==> src/rtl/plab5_mcore_acc_pkg.sv <==
// Shared types and constants for the memory-request access controller.
// FSM encoding, deny-response constants, default secure window and message helpers.
package plab5_mcore_acc_pkg;

    typedef enum logic [1:0] {
        StIdle = 2'd0,
        StFwd  = 2'd1,
        StDeny = 2'd2
    } acc_state_e;

    localparam int unsigned MemTypeNbits = 3;
    localparam logic [MemTypeNbits-1:0] MemTypeRead = 3'd0;
    localparam int unsigned DenyLen = 0;

    localparam logic [31:0] SecBaseDefault  = 32'h0000_8000;
    localparam logic [31:0] SecBoundDefault = 32'h0000_FFFF;
    localparam logic [31:0] DenyDataDefault = 32'hDEAD_BEEF;

    // Width of the byte-length field carried in vc mem messages.
    function automatic int unsigned mem_len_nbits(input int unsigned data_nbits);
        return $clog2(data_nbits / 8);
    endfunction

endpackage

==> src/rtl/plab5_mcore_proc_req_acc_if.sv <==
// Valid/ready message channel used for the processor, network and deny ports.
interface plab5_mcore_proc_req_acc_if #(
    parameter int unsigned p_msg_nbits = 77
);
    logic                   val;
    logic                   rdy;
    logic [p_msg_nbits-1:0] msg;

    modport master (output val, output msg, input rdy);
    modport slave  (input val, input msg, output rdy);
endinterface

==> src/rtl/plab5_mcore_acc_window_check.sv <==
// Combinational secure-window comparator: deny an insecure access that lands
// inside the inclusive [p_sec_base, p_sec_bound] window.
module plab5_mcore_acc_window_check
    import plab5_mcore_acc_pkg::*;
#(
    parameter int unsigned              p_addr_nbits = 32,
    parameter logic [p_addr_nbits-1:0]  p_sec_base   = SecBaseDefault,
    parameter logic [p_addr_nbits-1:0]  p_sec_bound  = SecBoundDefault
) (
    input  logic [p_addr_nbits-1:0] addr_i,
    input  logic                    sec_level_i,
    output logic                    deny_o
);

    logic in_window;

    assign in_window = (addr_i >= p_sec_base) && (addr_i <= p_sec_bound);
    assign deny_o    = !sec_level_i && in_window;

endmodule

==> src/rtl/plab5_mcore_proc_req_acc.sv <==
// Request-side access controller: forwards permitted requests with their security tag,
// answers denied ones locally. Optional deny-address audit: PLAB5_PROC_REQ_ACC_AUDIT_EN.
module plab5_mcore_proc_req_acc
    import plab5_mcore_acc_pkg::*;
#(
    parameter int unsigned              p_opaque_nbits = 8,
    parameter int unsigned              p_addr_nbits   = 32,
    parameter int unsigned              p_data_nbits   = 32,
    parameter logic [p_addr_nbits-1:0]  p_sec_base     = SecBaseDefault,
    parameter logic [p_addr_nbits-1:0]  p_sec_bound    = SecBoundDefault,
    parameter logic [p_data_nbits-1:0]  p_deny_data    = DenyDataDefault,
    parameter int unsigned              p_cnt_nbits    = 8
) (
    input  logic                              clk,
    input  logic                              reset_n,
    input  logic                              proc_sec_level,
    plab5_mcore_proc_req_acc_if.slave         proc_req,
    plab5_mcore_proc_req_acc_if.master        net_req,
    output logic                              net_req_sec_level,
    plab5_mcore_proc_req_acc_if.master        deny_resp,
    output logic [p_cnt_nbits-1:0]            deny_cnt,
    output logic                              deny_alarm,
    output logic [p_addr_nbits-1:0]           deny_addr
);

    localparam int unsigned LenW    = mem_len_nbits(p_data_nbits);
    localparam int unsigned AddrLsb = p_data_nbits + LenW;
    localparam int unsigned OpqLsb  = AddrLsb + p_addr_nbits;
    localparam int unsigned TypeLsb = OpqLsb + p_opaque_nbits;
    localparam int unsigned ReqW    = TypeLsb + MemTypeNbits;

    localparam logic [p_cnt_nbits-1:0] CntMax = '1;
    localparam logic [p_cnt_nbits-1:0] CntOne = p_cnt_nbits'(1);

    acc_state_e              state_q;
    logic [ReqW-1:0]         msg_q;
    logic                    sec_q;
    logic                    alarm_q;
    logic [p_cnt_nbits-1:0]  cnt_q;

    logic                    accept;
    logic                    req_deny;
    logic [p_addr_nbits-1:0] req_addr;

    assign req_addr = proc_req.msg[AddrLsb +: p_addr_nbits];

    plab5_mcore_acc_window_check #(
        .p_addr_nbits (p_addr_nbits),
        .p_sec_base   (p_sec_base),
        .p_sec_bound  (p_sec_bound)
    ) u_window_check (
        .addr_i      (req_addr),
        .sec_level_i (proc_sec_level),
        .deny_o      (req_deny)
    );

    // Ready whenever the buffer is empty or is being drained this cycle.
    always_comb begin
        case (state_q)
            StFwd:   proc_req.rdy = net_req.rdy;
            StDeny:  proc_req.rdy = deny_resp.rdy;
            default: proc_req.rdy = 1'b1;
        endcase
    end

    assign accept = proc_req.val && proc_req.rdy;

    always_ff @(posedge clk or negedge reset_n) begin
        if (!reset_n) begin
            state_q <= StIdle;
            msg_q   <= '0;
            sec_q   <= 1'b0;
            alarm_q <= 1'b0;
            cnt_q   <= '0;
        end else begin
            if (accept) begin
                msg_q   <= proc_req.msg;
                sec_q   <= proc_sec_level;
                state_q <= req_deny ? StDeny : StFwd;
                if (req_deny) begin
                    alarm_q <= 1'b1;
                    if (cnt_q != CntMax) begin
                        cnt_q <= cnt_q + CntOne;
                    end
                end
            end else if (state_q != StIdle && proc_req.rdy) begin
                state_q <= StIdle;
            end
        end
    end

    assign net_req.val       = (state_q == StFwd);
    assign net_req.msg       = msg_q;
    assign net_req_sec_level = sec_q;

    logic [MemTypeNbits-1:0]   held_type;
    logic [p_opaque_nbits-1:0] held_opq;
    logic [p_data_nbits-1:0]   deny_data;

    assign held_type = msg_q[TypeLsb +: MemTypeNbits];
    assign held_opq  = msg_q[OpqLsb +: p_opaque_nbits];
    assign deny_data = (held_type == MemTypeRead) ? p_deny_data : '0;

    assign deny_resp.val = (state_q == StDeny);
    assign deny_resp.msg = {held_type, held_opq, LenW'(DenyLen), deny_data};

    assign deny_cnt   = cnt_q;
    assign deny_alarm = alarm_q;

`ifdef PLAB5_PROC_REQ_ACC_AUDIT_EN
    logic [p_addr_nbits-1:0] deny_addr_q;

    always_ff @(posedge clk or negedge reset_n) begin
        if (!reset_n) begin
            deny_addr_q <= '0;
        end else if (accept && req_deny) begin
            deny_addr_q <= req_addr;
        end
    end

    assign deny_addr = deny_addr_q;
`else
    assign deny_addr = '0;
`endif

endmodule

==> src/flat_wrapper.sv <==
// flat-port wrapper written by rule: the top's interface ports become plain ports
module plab5_mcore_proc_req_acc_flat import plab5_mcore_acc_pkg::*;
#(
    parameter int unsigned              p_opaque_nbits = 8,
    parameter int unsigned              p_addr_nbits   = 32,
    parameter int unsigned              p_data_nbits   = 32,
    parameter logic [p_addr_nbits-1:0]  p_sec_base     = SecBaseDefault,
    parameter logic [p_addr_nbits-1:0]  p_sec_bound    = SecBoundDefault,
    parameter logic [p_data_nbits-1:0]  p_deny_data    = DenyDataDefault,
    parameter int unsigned              p_cnt_nbits    = 8
)
  (clk, reset_n, proc_sec_level, net_req_sec_level, deny_cnt, deny_alarm, deny_addr, proc_req_val, proc_req_msg, proc_req_rdy, net_req_val, net_req_msg, net_req_rdy, deny_resp_val, deny_resp_msg, deny_resp_rdy);
  plab5_mcore_proc_req_acc_if #(.p_msg_nbits((77))) proc_req_i ();
  plab5_mcore_proc_req_acc_if #(.p_msg_nbits((77))) net_req_i ();
  plab5_mcore_proc_req_acc_if #(.p_msg_nbits((45))) deny_resp_i ();
  input  logic clk;
  input  logic reset_n;
  input  logic proc_sec_level;
  output logic net_req_sec_level;
  output logic [p_cnt_nbits-1:0] deny_cnt;
  output logic deny_alarm;
  output logic [p_addr_nbits-1:0] deny_addr;
  input wire logic [$bits(proc_req_i.val)-1:0] proc_req_val;
  input wire logic [$bits(proc_req_i.msg)-1:0] proc_req_msg;
  output wire logic [$bits(proc_req_i.rdy)-1:0] proc_req_rdy;
  output wire logic [$bits(net_req_i.val)-1:0] net_req_val;
  output wire logic [$bits(net_req_i.msg)-1:0] net_req_msg;
  input wire logic [$bits(net_req_i.rdy)-1:0] net_req_rdy;
  output wire logic [$bits(deny_resp_i.val)-1:0] deny_resp_val;
  output wire logic [$bits(deny_resp_i.msg)-1:0] deny_resp_msg;
  input wire logic [$bits(deny_resp_i.rdy)-1:0] deny_resp_rdy;
  assign proc_req_i.val = proc_req_val;
  assign proc_req_i.msg = proc_req_msg;
  assign proc_req_rdy = proc_req_i.rdy;
  assign net_req_val = net_req_i.val;
  assign net_req_msg = net_req_i.msg;
  assign net_req_i.rdy = net_req_rdy;
  assign deny_resp_val = deny_resp_i.val;
  assign deny_resp_msg = deny_resp_i.msg;
  assign deny_resp_i.rdy = deny_resp_rdy;
  plab5_mcore_proc_req_acc #(.p_opaque_nbits(p_opaque_nbits), .p_addr_nbits(p_addr_nbits), .p_data_nbits(p_data_nbits), .p_sec_base(p_sec_base), .p_sec_bound(p_sec_bound), .p_deny_data(p_deny_data), .p_cnt_nbits(p_cnt_nbits)) u_core (.clk(clk), .reset_n(reset_n), .proc_sec_level(proc_sec_level), .proc_req(proc_req_i), .net_req(net_req_i), .net_req_sec_level(net_req_sec_level), .deny_resp(deny_resp_i), .deny_cnt(deny_cnt), .deny_alarm(deny_alarm), .deny_addr(deny_addr));
endmodule
==> config.mk <==
export PLATFORM = sky130hd
export DESIGN_NAME = plab5_mcore_proc_req_acc_flat
export DESIGN_NICKNAME = d
export VERILOG_FILES = /design/src/rtl/plab5_mcore_acc_pkg.sv /design/src/rtl/plab5_mcore_proc_req_acc_if.sv /design/src/rtl/plab5_mcore_acc_window_check.sv /design/src/rtl/plab5_mcore_proc_req_acc.sv /design/src/flat_wrapper.sv
export SDC_FILE = /design/constraint.sdc
export NUM_CORES = 1
export LEC_CHECK = 0
export CORE_ASPECT_RATIO = 1.5
export CORE_MARGIN = 3
export CORE_UTILIZATION = 40
export CTS_CLUSTER_DIAMETER = 80
export DETAILED_ROUTE_END_ITERATION = 8
export PLACE_DENSITY = 0.85
export SKIP_LAST_GASP = 1
export SLEW_MARGIN = 20
export SYNTH_ARGS = -nofsm -noshare
export SYNTH_HDL_FRONTEND = slang
export SYNTH_SLANG_ARGS = --single-unit
==> constraint.sdc <==
create_clock -name clk -period 4 [get_ports clk]
set_input_delay 0.4 -clock clk [delete_from_list [all_inputs] [get_ports clk]]
set_output_delay 0.4 -clock clk [all_outputs]
set_load 0.02 [all_outputs]
==> results of run 1 <==
[sequential cells by signal, summed over array words and instances, names as in the netlist]
signal                    flops
u_core.net_req_sec_level      1
u_core.deny_cnt               8
u_core.deny_alarm             1
u_core.net_req.msg           77
u_core.state_q                2
[area by class of cell]
cell class	instances	area (um^2)
repair buffers	210	2090
fillers	836	3690
multi-input cells	323	1390
clock inverters	4	51.3
well taps	115	144
inverters	2	7.51
clock buffers	12	256
flip-flops and latches	89	2230
[cell families (layout without fill, tap and decap cells)]
family | count (synthesis) | after routing | share of synthesized area (%)
other | 1 | 42 | 0.0910
xor gates and xnor gates | 3 | 3 | 0.638
muxes | 2 | 2 | 0.638
AOI/OAI and AO/OA | 8 | 8 | 1.28
DFF | 89 | 89 | 54.1
buffers and inverters | 97 | 228 | 16.3
and+or+nand+nor | 264 | 264 | 25.7
adders and majority gates | 4 | 4 | 1.22
[path summary, 6_finish.rpt]
path / to / slack [ns]
max in group asynchronous: u_core.net_req_sec_level / 2.95
worst min-delay path: u_core.net_req.msg[43] / 0.09
worst min register to register: u_core.net_req.msg[61] / 0.47
worst max register to register: u_core.net_req.msg[74] / 1.68
worst max-delay path: deny_resp_msg[5] / 1.46
min in group clk: u_core.net_req.msg[61] / 0.47
[routing by layer]
metal	up-vias	routed length (um)
li1	1654	-
met1	1607	3980
met2	185	5400
met3	21	1000
met4	0	234
met5	-	0
[Yosys cell counts (2+ instances only)]
cell type,instances,share of area [%]
nand2_1,237,22
buf_2,4,0.49
dfrtp_1,89,54
nand2b_1,2,0.30
and3_1,3,0.46
inv_1,2,0.18
xnor2_1,2,0.43
buf_4,77,14
nor4_1,3,0.46
buf_6,2,0.55
a21oi_1,4,0.49
ha_1,4,1.2
nand3_1,5,0.61
clkbuf_1,12,1.1
nor2_1,5,0.46
[through the flow]
| stage | setup WS, ns | total power (uW) | area [um^2] | std cells |
|---|---|---|---|---|
| 3_3_place_gp | 1.32 | 4350 | 5850 | 739 |
| 2_1_floorplan | 1.11 | 3230 | 4270 | 509 |
| 6_report | 1.46 | 5240 | 6160 | 755 |
| 5_1_grt | 1.32 | 5580 | 6160 | 755 |
| 4_1_cts | 1.11 | 5300 | 6160 | 755 |
| 3_5_place_dp | 1.32 | 4440 | 5850 | 739 |
[where the power goes]
part | switching (uW) | leakage (uW) | internal (uW)
Combinational | 1550 | 0.00177 | 1290
Clock | 331 | 0.000149 | 518
Sequential | 243 | 0.00111 | 1310
Total | 2120 | 0.00303 | 3120
==> flow_metrics.tcl, run 1 <==
set metrics [dict create \
    hold_class "in -> async" \
    tightest_slew_ns 0.829 \
    reg2reg_depth 8 \
    overflow 0 \
    first_global_vias 3509 \
    crit_fanout 24 \
    start_kind "flop" \
    io_pins 250 \
    drv_slew 0 \
    die_w_um 88.9 \
    initial_core_util_pct 41.8 \
    synth_area_per_cell_um2 8.80 \
    synth_area_um2 4120 \
    seq_area_frac_synth_pct 54.1 \
    ys_ff_latch 89 \
    period_share_pct 63.4 \
    cp.arrival_ns 2.14 \
    antennaDiodeCount 0 \
    detail_route.vias_per_cell 4.59 \
    rows 44 \
    rsz0062_at_grt "false" \
    final_cell_mix "nand2_1 (237), clkdlybuf4s50_1 (206), dfrtp_1 (89), conb_1 (42), clkbuf_16 (9)" \
    end_kind "primary output" \
    postRouteAntennaNets 0 \
    wl_um 10600 \
    worstSetupStartpoint "u_core.net_req.msg[75]" \
    worst-path-stages 2 \
    cts_max_level 3 \
    cts_tree "done" \
    root_buffer "clkbuf_16" \
    gr-usage-met2_pct 33.5 \
    met1_usage_pct 20.1 \
    max_stage_delay_ns 0.75 \
    cap_violations 0 \
    required_ns 3.60 \
    synth_edf_count 0 \
    firstDrtPassIters 4 \
    fmax_mhz 394 \
    drt_iter0_markers 117 \
    numPortBuffers 207 \
    drc 0 \
    cp_slowest_cell "clkdlybuf4s50_1" \
    synthCells 468 \
    area.growth.synth_to_final_pct 49.6 \
    synth_ff_type "dfrtp_1" \
    grt_busiest_layer "met2" \
    fin_crit_ns 2.54 \
    crit_family "buffers and inverters" \
    grt_pass1_wl_um 16700 \
    wl_per_cell_um 14.1 \
    worstSkewPairLatency_ns 0.33 \
    die_height_um 130 \
    timing.final.hold_violations 0 \
    worstReg2RegStart "u_core.state_q[0]" \
    holdWs_ns 0.0925 \
    clockBufferDepth 2 \
    nets 722 \
    async_flop_share_pct 100 \
    power_density_nw_per_um2 850 \
    vdd_drop_max_uv 472 \
    fp.coreArea_um2 9850 \
    synth_warnings 0 \
    status "finished clean" \
    ys_types 32 \
    timing.critical_path.buf_inv 1 \
    holdBufCountCts 0 \
    final_common_cell "nand2_1" \
    path_clk_slew_ns 0.06 \
    crit_chain "nor3_4 > clkdlybuf4s50_1" \
    grtUsageTotal_pct 18.7 \
    skew_ns 0.00660 \
    hpwl_um 8180 \
    dieArea_um2 11600 \
    route.vias.total 3467 \
    cts_sinks 89 \
    cts_post_setup_buffers_inserted 0 \
    place.gp.congestion 0.724 \
    antenna_found_initial 0 \
    grt_max_degree 80 \
    cts_resized 0 \
    final_util_pct 62.5 \
    grtUsageMet3_pct 6.57 \
    drive_above_1_share_pct 4.38 \
    crit_type "reg -> out" \
    setup_viol 0 \
    slew-limit-headroom_pct 44.8 \
    p_leak_uw 0.00303 \
    finalSetupTns_ns 0 \
    numCtsBuffers 9 \
]
No activity file was read; power rests on OpenSTA's default activity.
==> run 2: changes to the inputs <==
--- a/config.mk
+++ b/config.mk
@@ -7,10 +7,10 @@
 export LEC_CHECK = 0
 export CORE_ASPECT_RATIO = 1.5
 export CORE_MARGIN = 3
-export CORE_UTILIZATION = 40
+export CORE_UTILIZATION = 38
 export CTS_CLUSTER_DIAMETER = 80
 export DETAILED_ROUTE_END_ITERATION = 8
-export PLACE_DENSITY = 0.85
+export PLACE_DENSITY = 0.82
 export SKIP_LAST_GASP = 1
 export SLEW_MARGIN = 20
 export SYNTH_ARGS = -nofsm -noshare
==> constraint.sdc (replaced) <==
create_clock -name clk -period 2.45 [get_ports clk]
set_input_delay 0.245 -clock clk [delete_from_list [all_inputs] [get_ports clk]]
set_output_delay 0.245 -clock clk [all_outputs]
set_load 0.02 [all_outputs]
==> flow_metrics.tcl, run 2 (same netlist as run 1, synthesis figures left out) <==
set metrics [dict create \
    die_height_um 134 \
    hold_class "in -> reg" \
    p_leak_uw 0.00305 \
    worstSkewPairLatency_ns 0.34 \
    grt_max_degree 80 \
    initial_core_util_pct 39.8 \
    tightest_slew_ns 0.589 \
    hpwl_um 8420 \
    grt_busiest_layer "met2" \
    required_ns 2.20 \
    wl_per_cell_um 14.0 \
    numPortBuffers 207 \
    place.gp.congestion 0.826 \
    clockBufferDepth 2 \
    io_pins 250 \
    period_share_pct 87.1 \
    seq_area_um2 2230 \
    drt_iter0_markers 88 \
    skew_ns 0.00675 \
    final_util_pct 60.3 \
    cts_tree "done" \
    root_buffer "clkbuf_16" \
    crit_fanout 3 \
    final_cell_mix "nand2_1 (237), clkdlybuf4s50_1 (206), dfrtp_1 (89), conb_1 (42), clkbuf_16 (9)" \
    antenna_found_initial 0 \
    cts_resized 0 \
    fmax_mhz 469 \
    fp.coreArea_um2 10400 \
    clkPwrFrac_pct 14.7 \
    placed_area_um2 5960 \
    grtUsageTotal_pct 18.2 \
    drv_slew 0 \
    firstDrtPassIters 4 \
    fin_crit_ns 2.13 \
    p_sw_share_pct 41.3 \
    pwr-share-seq_pct 29.9 \
    setup_viol 0 \
    gr-usage-met2_pct 32.5 \
    path_clk_slew_ns 0.06 \
    power_density_nw_per_um2 1360 \
    met1_usage_pct 19.5 \
    cts_max_level 3 \
    end_kind "primary output" \
    drc 0 \
    largest_register_ffs 77 \
    slew-limit-headroom_pct 60.8 \
    rsz0062_at_grt "false" \
    area.growth.synth_to_final_pct 51.6 \
    intPower_uw 4990 \
    nets 727 \
    start_kind "flop" \
    rows 45 \
    finalSetupTns_ns 0 \
    postRouteAntennaNets 0 \
    fin_area_um2 6240 \
    route.vias.total 3501 \
    status "finished clean" \
    p_total_uw 8500 \
    drive_above_1_share_pct 4.96 \
    wl_um 11000 \
    cap_violations 0 \
    crit_type "reg -> out" \
    dieArea_um2 12200 \
    timing.final.hold_violations 0 \
    final_common_cell "nand2_1" \
    multi_input_area_um2 1380 \
    grt_pass1_wl_um 17700 \
    overflow 0 \
    share_comb_of_total_power_pct 55.4 \
    numCtsBuffers 9 \
    switchingPower_uw 3510 \
    antennaDiodeCount 0 \
    die_w_um 91.0 \
    vdd_drop_max_uv 736 \
    nFillCells 884 \
    cts_sinks 89 \
    cp.arrival_ns 1.89 \
    first_global_vias 3547 \
    grtUsageMet3_pct 6.38 \
    detail_route.vias_per_cell 4.45 \
]
## run 2: changes by cell type in the layout (fill, tap and decap cells not counted), sizes merged
cell | before | now
buf | 4 | 8
dlygate4sd3 | 0 | 1
clkbuf | 12 | 10
inv | 2 | 3
bufinv | 1 | 0
clkinvlp | 1 | 2
clkinv | 2 | 3
## run 2: timing repair
item | 4_1_cts | 5_1_grt
hold endpoints to repair | 44 | 0
buffers inserted | 0 | 0
hold buffers | 1 | 0
## run 2: path summary, 6_finish.rpt
kind	from	to	slack, ns	depth (start not counted)
setup / recovery	u_core.state_q[0]	proc_req_rdy	0.32	5
hold / removal	proc_req_msg[17]	u_core.net_req.msg[17]	0.43	3
setup reg to reg	u_core.state_q[1]	u_core.deny_cnt[1]	0.43	7
hold reg to reg	u_core.net_req.msg[26]	u_core.net_req.msg[26]	0.47	2
max in group asynchronous	reset_n	u_core.net_req.msg[37]	1.33	3
min in group asynchronous	reset_n	u_core.net_req.msg[39]	0.45	2
## run 2: layout make-up
class                   count  share of cell area [%]
clock buffers              10                    3.67
clock inverters             6                   0.681
inverters                   2                   0.120
multi-input cells         323                    22.1
flip-flops and latches     89                    35.7
well taps                 141                    2.83
repair buffers            215                    34.9
## run 2: worst max-delay path, stage by stage (launching register included)
cell and delay (ns):
dfrtp_1 0.38, inv_1 0.08, ha_1 0.21, a22oi_1 0.21, nand2_1 0.11, clkdlybuf4s50_1 0.56
## run 2: stage by stage
| stage | worst slack (ns) | instances | hold WS [ns] |
|---|---|---|---|
| 2_1_floorplan | 0.429 | 509 | -0.0506 |
| 4_1_cts | 0.302 | 786 | 0.421 |
| 3_3_place_gp | 0.0628 | 769 | 0.280 |
| 6_report | 0.317 | 786 | 0.434 |
| 3_5_place_dp | 0.0476 | 769 | 0.290 |
| 5_1_grt | 0.179 | 786 | 0.437 |
## run 2: power groups by stage
stage | sequential, uW | combinational (uW) | clock [uW]
2_1_floorplan | 3350 | 1910 | 0
3_3_place_gp | 2520 | 4680 | 0
3_5_place_dp | 2570 | 4760 | 0
4_1_cts | 2550 | 4770 | 1290
5_1_grt | 2630 | 5030 | 1340
6_report | 2540 | 4710 | 1250
## run 2: metal layers
metal,vias to the layer above,share of wire [%]
met4,0,2.0
met3,15,10
met5,-,0
met1,1628,37
met2,191,51
li1,1667,-
==> run 3: changes to the inputs <==
--- a/config.mk
+++ b/config.mk
@@ -5,7 +5,7 @@
 export SDC_FILE = /design/constraint.sdc
 export NUM_CORES = 1
 export LEC_CHECK = 0
-export CORE_ASPECT_RATIO = 1.5
+export CORE_ASPECT_RATIO = 0.7
 export CORE_MARGIN = 3
 export CORE_UTILIZATION = 38
 export CTS_CLUSTER_DIAMETER = 80
==> flow_metrics.tcl, run 3 (same netlist as run 1, synthesis figures left out) <==
set metrics [dict create \
    pwr-share-seq_pct 29.7 \
    status "finished clean" \
    crit_type "reg -> out" \
    reg2reg_depth 8 \
    met1_usage_pct 21.6 \
    rows 31 \
    drc 0 \
    cts_sinks 89 \
    drive_above_1_share_pct 5.11 \
    start_kind "flop" \
    cts_max_level 3 \
    wl_per_cell_um 13.9 \
    period_share_pct 87.9 \
    antennaDiodeCount 0 \
    hold_class "in -> async" \
    setup_viol 0 \
    fp.coreArea_um2 10500 \
    gr-usage-met2_pct 29.7 \
    detail_route.vias_per_cell 4.45 \
    wl_um 10900 \
    intPower_uw 5090 \
    finalSetupTns_ns 0 \
    clkPwrFrac_pct 15.8 \
    vdd_drop_max_uv 695 \
    cp.arrival_ns 1.91 \
    instances_no_fill 778 \
    worstReg2RegStart "u_core.state_q[1]" \
    place.gp.congestion 0.774 \
    grt_busiest_layer "met2" \
    antenna_found_initial 0 \
    hpwl_um 8340 \
    route.vias.total 3463 \
    timing.final.hold_violations 0 \
    final_cell_mix "nand2_1 (237), clkdlybuf4s50_1 (206), dfrtp_1 (89), conb_1 (42), clkbuf_16 (9)" \
    postRouteAntennaNets 0 \
    die_height_um 93.1 \
    nets 729 \
    root_buffer "clkbuf_16" \
    overflow 0 \
    first_global_vias 3401 \
    worstSetupStartpoint "u_core.state_q[0]" \
    slew-limit-headroom_pct 50.6 \
    drt_iter0_markers 153 \
    clockBufferDepth 2 \
    tightest_slew_ns 0.741 \
    grt_max_degree 52 \
    rsz0062_at_grt "false" \
    area.growth.synth_to_final_pct 51.7 \
    final_common_cell "nand2_1" \
    p_sw_share_pct 40.6 \
    end_kind "primary output" \
    path_clk_slew_ns 0.06 \
    numCtsBuffers 9 \
    fmax_mhz 464 \
    share_comb_of_total_power_pct 54.6 \
    grtUsageMet3_pct 6.56 \
    initial_core_util_pct 39.3 \
    io_pins 250 \
    switchingPower_uw 3480 \
    largest_register_ffs 77 \
    required_ns 2.20 \
    cap_violations 0 \
    place_inst 762 \
    firstDrtPassIters 6 \
    power_density_nw_per_um2 1370 \
    cts_tree "done" \
    p_leak_uw 0.00306 \
    grtUsageTotal_pct 17.6 \
    dieArea_um2 12100 \
    cts_post_setup_buffers_inserted 0 \
    worstSkewPairLatency_ns 0.32 \
    skew_ns 0.00588 \
    grt_pass1_wl_um 17000 \
    die_w_um 130 \
    drv_slew 0 \
    numPortBuffers 207 \
    fin_crit_ns 2.15 \
    crit_fanout 3 \
]
[run 3: routing by layer]
layer  vias up  share of wire, %
li1       1663                 -
met1      1658                41
met2       133                49
met3         9               8.9
met4         0              0.91
met5         -                 0
[run 3: area by class of cell]
cell class,instances,area (um^2)
well taps,132,165
flip-flops and latches,89,2230
fillers,865,4230
clock inverters,4,53.8
clock buffers,11,243
multi-input cells,323,1380
repair buffers,217,2170
inverters,2,7.51
[run 3: repair_timing]
| item | 4_1_cts | 5_1_grt |
|---|---|---|
| hold endpoints to repair | 38 | 0 |
| resized for setup | 0 | 0 |
| hold buffers | 1 | 0 |
[run 3: worst paths after layout]
kind                            slack (ns)                     end
worst max-delay path                  0.30            proc_req_rdy
worst min-delay path                  0.44  u_core.net_req.msg[37]
worst max register to register        0.39  u_core.net_req.msg[23]
worst min register to register        0.47   u_core.net_req.msg[8]
max in group asynchronous             1.34  u_core.net_req.msg[72]
min in group clk                      0.44  u_core.net_req.msg[33]
[run 3: power by group through the flow]
stage | clock [uW] | sequential (uW) | combinational (uW)
2_1_floorplan | 0 | 3350 | 1910
3_3_place_gp | 0 | 2520 | 4640
3_5_place_dp | 0 | 2570 | 4720
4_1_cts | 1390 | 2550 | 4730
5_1_grt | 1460 | 2630 | 5030
6_report | 1350 | 2540 | 4680
[run 3: metrics by stage]
| stage | setup slack, ns | cell area [um^2] | hold WS, ns | util [%] | total power, uW |
|---|---|---|---|---|---|
| after floorplan | 0.429 | 4280 | -0.0506 | - | 5260 |
| after detailed placement | 0.136 | 5940 | 0.260 | 56.7 | 7290 |
| after global placement | 0.0994 | 5940 | 0.245 | 56.7 | 7170 |
| after CTS | 0.275 | 6250 | 0.429 | 59.7 | 8670 |
| after global routing | 0.173 | 6250 | 0.440 | 59.7 | 9120 |
| final | 0.296 | 6250 | 0.436 | 59.7 | 8570 |
[run 3: worst max-delay path: stages (launching register included)]
cell	delay, ns
dfrtp_1	0.38
inv_1	0.08
ha_1	0.21
a22oi_1	0.23
nand2_1	0.13
clkdlybuf4s50_1	0.56
